File: src/rtl/multicycle_ctrl_pkg.sv
// Shared processor definitions: FSM state codes, opcode constants and
// opcode class helpers used by the multicycle control unit.
package multicycle_ctrl_pkg;

    typedef enum logic [2:0] {
        ST_IDLE   = 3'd0,
        ST_FETCH  = 3'd1,
        ST_DECODE = 3'd2,
        ST_EXEC   = 3'd3,
        ST_MEM    = 3'd4,
        ST_WB     = 3'd5,
        ST_HALT   = 3'd6,
        ST_BAD    = 3'd7
    } state_t;

    localparam int OPC_W = 4;

    localparam logic [OPC_W-1:0] OP_ALU_LO = 4'h0;
    localparam logic [OPC_W-1:0] OP_ALU_HI = 4'h7;
    localparam logic [OPC_W-1:0] OP_LOAD   = 4'h8;
    localparam logic [OPC_W-1:0] OP_STORE  = 4'h9;
    localparam logic [OPC_W-1:0] OP_BRANCH = 4'hA;
    localparam logic [OPC_W-1:0] OP_JUMP   = 4'hB;
    localparam logic [OPC_W-1:0] OP_ILL_LO = 4'hC;
    localparam logic [OPC_W-1:0] OP_ILL_HI = 4'hE;
    localparam logic [OPC_W-1:0] OP_HALT   = 4'hF;

    function automatic logic is_alu(input logic [OPC_W-1:0] op);
        return (op >= OP_ALU_LO) && (op <= OP_ALU_HI);
    endfunction

    function automatic logic is_mem(input logic [OPC_W-1:0] op);
        return (op == OP_LOAD) || (op == OP_STORE);
    endfunction

    function automatic logic is_flow(input logic [OPC_W-1:0] op);
        return (op == OP_BRANCH) || (op == OP_JUMP);
    endfunction

    function automatic logic is_illegal(input logic [OPC_W-1:0] op);
        return (op >= OP_ILL_LO) && (op <= OP_ILL_HI);
    endfunction

endpackage

File: src/rtl/multicycle_ctrl.sv
// Multicycle processor control FSM: sequences fetch/decode/execute/memory/
// writeback, drives datapath strobes and counts retired instructions.
module multicycle_ctrl
    import multicycle_ctrl_pkg::*;
#(
    parameter int OPW  = 4,
    parameter int CNTW = 16
) (
    input  logic            clk,
    input  logic            rst_n,
    input  logic            start,
    input  logic            halt_req,
    input  logic [OPW-1:0]  opcode,
    input  logic            mem_ready,
    output logic [2:0]      state,
    output logic            mem_req,
    output logic            mem_we,
    output logic            ir_we,
    output logic            pc_we,
    output logic            reg_we,
    output logic            busy,
    output logic            illegal,
    output logic [CNTW-1:0] instr_count
);

    state_t            r_state;
    state_t            w_next;
    logic [OPC_W-1:0]  r_op;
    logic [OPC_W-1:0]  w_op_in;
    logic              r_halt_pend;
    logic              r_illegal;
    logic [CNTW-1:0]   r_count;
    logic              w_boundary;
    logic              w_retire;
    logic              w_set_ill;
    logic              w_idle_like;
    state_t            w_bound_tgt;

    assign w_op_in     = OPC_W'(opcode);
    assign w_idle_like = (r_state == ST_IDLE) || (r_state == ST_HALT);
    // A halt request seen mid-instruction is remembered until the next boundary.
    assign w_bound_tgt = (halt_req || r_halt_pend) ? ST_HALT : ST_FETCH;

    always_ff @(posedge clk or negedge rst_n) begin
        if (!rst_n) begin
            r_state     <= ST_IDLE;
            r_op        <= '0;
            r_halt_pend <= 1'b0;
            r_illegal   <= 1'b0;
            r_count     <= '0;
        end else begin
            r_state <= w_next;
            if (r_state == ST_DECODE) begin
                r_op <= w_op_in;
            end
            if (w_boundary || w_idle_like) begin
                r_halt_pend <= 1'b0;
            end else if (halt_req) begin
                r_halt_pend <= 1'b1;
            end
            if (w_set_ill) begin
                r_illegal <= 1'b1;
            end else if ((r_state == ST_HALT) && start) begin
                r_illegal <= 1'b0;
            end
            if (w_retire) begin
                r_count <= r_count + 1'b1;
            end
        end
    end

    always_comb begin
        w_next     = r_state;
        w_boundary = 1'b0;
        w_retire   = 1'b0;
        w_set_ill  = 1'b0;
        case (r_state)
            ST_IDLE, ST_HALT: begin
                if (start) w_next = ST_FETCH;
            end
            ST_FETCH: begin
                if (mem_ready) w_next = ST_DECODE;
            end
            ST_DECODE: begin
                if (w_op_in == OP_HALT) begin
                    w_next   = ST_HALT;
                    w_retire = 1'b1;
                end else if (is_illegal(w_op_in)) begin
                    w_next    = ST_HALT;
                    w_set_ill = 1'b1;
                end else begin
                    w_next = ST_EXEC;
                end
            end
            ST_EXEC: begin
                if (is_alu(r_op)) begin
                    w_next = ST_WB;
                end else if (is_mem(r_op)) begin
                    w_next = ST_MEM;
                end else begin
                    w_next     = w_bound_tgt;
                    w_boundary = 1'b1;
                    w_retire   = 1'b1;
                end
            end
            ST_MEM: begin
                if (mem_ready) begin
                    if (r_op == OP_STORE) begin
                        w_next     = w_bound_tgt;
                        w_boundary = 1'b1;
                        w_retire   = 1'b1;
                    end else begin
                        w_next = ST_WB;
                    end
                end
            end
            ST_WB: begin
                w_next     = w_bound_tgt;
                w_boundary = 1'b1;
                w_retire   = 1'b1;
            end
            default: w_next = ST_HALT;
        endcase
    end

    always_comb begin
        mem_req = (r_state == ST_FETCH) || (r_state == ST_MEM);
        mem_we  = (r_state == ST_MEM) && (r_op == OP_STORE);
        ir_we   = (r_state == ST_FETCH) && mem_ready;
        pc_we   = ((r_state == ST_FETCH) && mem_ready) ||
                  ((r_state == ST_EXEC) && is_flow(r_op));
        reg_we  = (r_state == ST_WB);
        busy    = !w_idle_like;
    end

    assign state       = r_state;
    assign illegal     = r_illegal;
    assign instr_count = r_count;

endmodule

File: config.mk
export PLATFORM = sky130hd
export DESIGN_NAME = multicycle_ctrl
export DESIGN_NICKNAME = d
export VERILOG_FILES = /design/src/rtl/multicycle_ctrl_pkg.sv /design/src/rtl/multicycle_ctrl.sv
export SDC_FILE = /design/constraint.sdc
export NUM_CORES = 1
export LEC_CHECK = 0
export ABC_AREA = 1
export CORE_MARGIN = 3
export CORE_UTILIZATION = 30
export CTS_BUF_LIST = sky130_fd_sc_hd__clkbuf_16
export CTS_CLUSTER_DIAMETER = 40
export DETAILED_ROUTE_END_ITERATION = 6
export GPL_ROUTABILITY_DRIVEN = 0
export HOLD_SLACK_MARGIN = 0.15
export PLACE_DENSITY = 0.6
export SYNTH_ARGS = -nofsm -noshare
export SYNTH_HDL_FRONTEND = slang
export SYNTH_SLANG_ARGS = --single-unit
File: constraint.sdc
create_clock -name clk -period 1.4 [get_ports clk]
set_input_delay 0.14 -clock clk [delete_from_list [all_inputs] [get_ports clk]]
set_output_delay 0.14 -clock clk [all_outputs]
set_load 0.03 [all_outputs]
==> flow_summary_export.csv <==
group,metric,value,unit
global_route,grt_pass1_vias,1712,
sta,fin_setup_tns,-3020,ps
run_status,violations,"negative setup slack",
drt,finalWirelength,5140,um
final_layout,finalNonFillerCells,401,
global_route,antenna_found_initial,0,
logic_synthesis,ys_types,28,
worst_setup_path,path_class,"flip-flop to primary output",
global_route,grt-ovfl-total,0,
logic_synthesis,netlist_area,0.00172,mm2
power_and_ir_drop,total_power,5.91,mW
worst_hold_path,hp-class,"primary input to asynchronous set/reset pin",
drt,routed-wl-met3,206,um
final_layout,final_common_cell,"nand2_1",
floorplanning,fp.dieW,81.6,um
clocking,clockBufferDepth,2,
final_layout,num_antenna_cells,0,
clocking,clock-sinks,25,
final_layout,area_delta_synth_final,72.1,%
drt,post-route-drc-count,0,
logic_synthesis,yosysWarningCount,0,
final_layout,fin_nets,343,
floorplanning,die-area,0.00666,mm2
sta,period_share,1.12,
floorplanning,start_util,0.324,
drt,dr_total_vias,1869,
sta,worst_slack,-169,ps
place,dp_cells,380,
sta,hold_slack,245,ps
final_layout,layout-drive-gt1-share,0.429,
final_layout,final_cell_mix,"71 x nand2_1, 32 x buf_4, 23 x nor2_1",
worst_setup_path,start_kind,"flip-flop",
logic_synthesis,syn_area_per_cell,6.86,um2
clocking,clkLatencyLatePin,260,ps
logic_synthesis,synth.area.top_cells,"dfrtp_1 36%, nand2_1 19%, nand3_1 9.0%",
place,portBuffers,34,
sta,finalSetupViolCount,25,
worst_setup_path,critical_path_required,1260,ps
clocking,htree_levels,1,
floorplanning,top_level_ports,35,
power_and_ir_drop,power_density,2000,mW/mm2
logic_synthesis,synth-seq-cells,25,
sta,relSlewSlack,0.770,
logic_synthesis,syn_inst,250,
global_route,grt_pass1_wl,8560,um
worst_setup_path,rrSetupSlack,-150,ps
worst_setup_path,cp-end-kind,"primary output",
drt,drt_iter0_drc,90,
worst_setup_path,arrival,1430,ps
logic_synthesis,netlist.area_leader.share,0.365,
drt,route.top_layer_used,"met4",
drt,wire_per_inst,12.8,um
drt,wl_met1,2420,um
global_route,grt_max_degree,26,
final_layout,n_fill_cell,495,
sta,slew_viol_final,0,
worst_setup_path,crit_start,"state[1]$_DFFE_PN0P_",
clocking,cts.clk_slew.worst_paths,70,ps
sta,finalCriticalPeriod,1570,ps
place,hpwl,3520,um
worst_setup_path,cp_slowest_cell,"dfrtp_2",
worst_setup_path,worstPathCellList,"buf_12 > nor2_4 > nand2_4 > nor3_4 > buf_6",
drt,first_pass_iters,4,
run,maxCapViolCount,0,
sta,fin_worst_skew,2.77,ps
floorplanning,fp.coreArea,0.00530,mm2
clocking,cts_buffers,3,
sta,tightest_slew,346,ps
floorplanning,die-height,81.6,um
drt,wl_met2,2470,um
worst_setup_path,critPathMaxStageDelay,490,ps
run_status,status,"finished with violations",
sta,finalHoldViolCount,0,
drt,ant_nets,0,
global_route,grt_usage,0.165,
sta,rsz0062_at_grt,"true",
floorplanning,rows,26,
clocking,cts_tree,"built",
logic_synthesis,seq_area_frac_synth,0.365,
clocking,cts_hold_buf,0,
clocking,clockRootBuffer,"clkbuf_16",
worst_setup_path,cp_max_fo,4,
worst_setup_path,worstReg2RegStart,"state[1]$_DFFE_PN0P_",
drt,vias_per_cell,4.66,
logic_synthesis,synth_nets,261,
sta,max_freq,637,MHz
power_and_ir_drop,p_leak,1.45,nW
logic_synthesis,yosys.area.top_type,"dfrtp_1",
power_and_ir_drop,ir_worst_vdd,0.934,mV
state kept, by name, indices dropped and copies added (netlist names):
name and cells:
state 3, r_halt_pend 1, r_op 4, instr_count 16
illegal 1
synthesized netlist by cell type (all sizes together):
master / instances
dfrtp: 25
clkbuf: 1
clkinv: 1
ha: 2
buf: 3
xnor2: 4
nand3: 35
inv: 26
o31ai: 1
o32ai: 1
xor2: 3
or2: 1
nand4: 4
nor3: 2
o21ai: 10
nor2: 32
a21oi: 2
nand2: 97
final timing paths:
| kind | to | cells past startpoint |
|---|---|---|
| min | state[0]$_DFFE_PN0P_ | 2 |
| min reg2reg | r_op[0]$_DFFE_PN0P_ | 2 |
| min in group clk | r_op[3]$_DFFE_PN0P_ | 3 |
| max reg2reg | instr_count[5]$_DFFE_PN0P_ | 9 |
| max | mem_we | 5 |
| max in group asynchronous | instr_count[4]$_DFFE_PN0P_ | 2 |
stage by stage:
stage                     instance area (um2)  setup slack, ps  utilization
after detailed placement                 2440             -185        0.461
after global placement                   2440             -178        0.461
final                                    2950             -169        0.557
after floorplan                          1830             -119            -
after global routing                     2950             -239        0.557
after CTS                                2770             -171        0.521
routing by layer:
| layer | global-route usage | vias up |
|---|---|---|
| met3 | 0.0307 | 4 |
| met4 | 0.0382 | 0 |
| met2 | 0.258 | 28 |
| li1 | - | 961 |
| met5 | 0 | - |
| met1 | 0.235 | 876 |
worst max-delay path, delay by kind of cell, from the launching register on:
| kind | cells | cell delay, ps |
|---|---|---|
| flip-flops | 1 | 490 |
| AND/OR/NAND/NOR | 3 | 350 |
| buffers and inverters | 2 | 310 |
final cells by class:
cell class                      instances  area (um2)  area share
Tap cell                               70        87.6      0.0297
Multi-Input combinational cell        195        1260       0.426
Inverter                               27         124      0.0419
Clock inverter                          1        3.75     0.00127
Sequential cell                        25         636       0.215
Clock buffer                            3        75.1      0.0254
Timing Repair Buffer                   80         768       0.260
repair_timing:
| item | CTS | global route |
|---|---|---|
| endpoints found under the setup margin | 42 | 28 |
| pin swaps | 13 | 23 |
| buffers inserted | 13 | 3 |
| cloned | 1 | 1 |
| gates resized for setup | 57 | 41 |
report_power, final:
part / internal (mW) / leakage [nW] / switching [mW]
clock network: 0.383 / 0.0423 / 0.266
registers: 0.911 / 0.319 / 0.188
logic: 1.84 / 1.09 / 2.32
total: 3.13 / 1.45 / 2.78
cell families (layout without fill, tap and decap cells):
logic type | count (synthesis) | after routing | synth area share
flops | 25 | 25 | 0.365
fa+ha+maj | 2 | 2 | 0.0146
compound gates | 14 | 14 | 0.0445
simple gates | 171 | 172 | 0.455
xor+xnor | 7 | 7 | 0.0357
buf+inv | 31 | 111 | 0.0853
(Power assumes the default switching activity.)
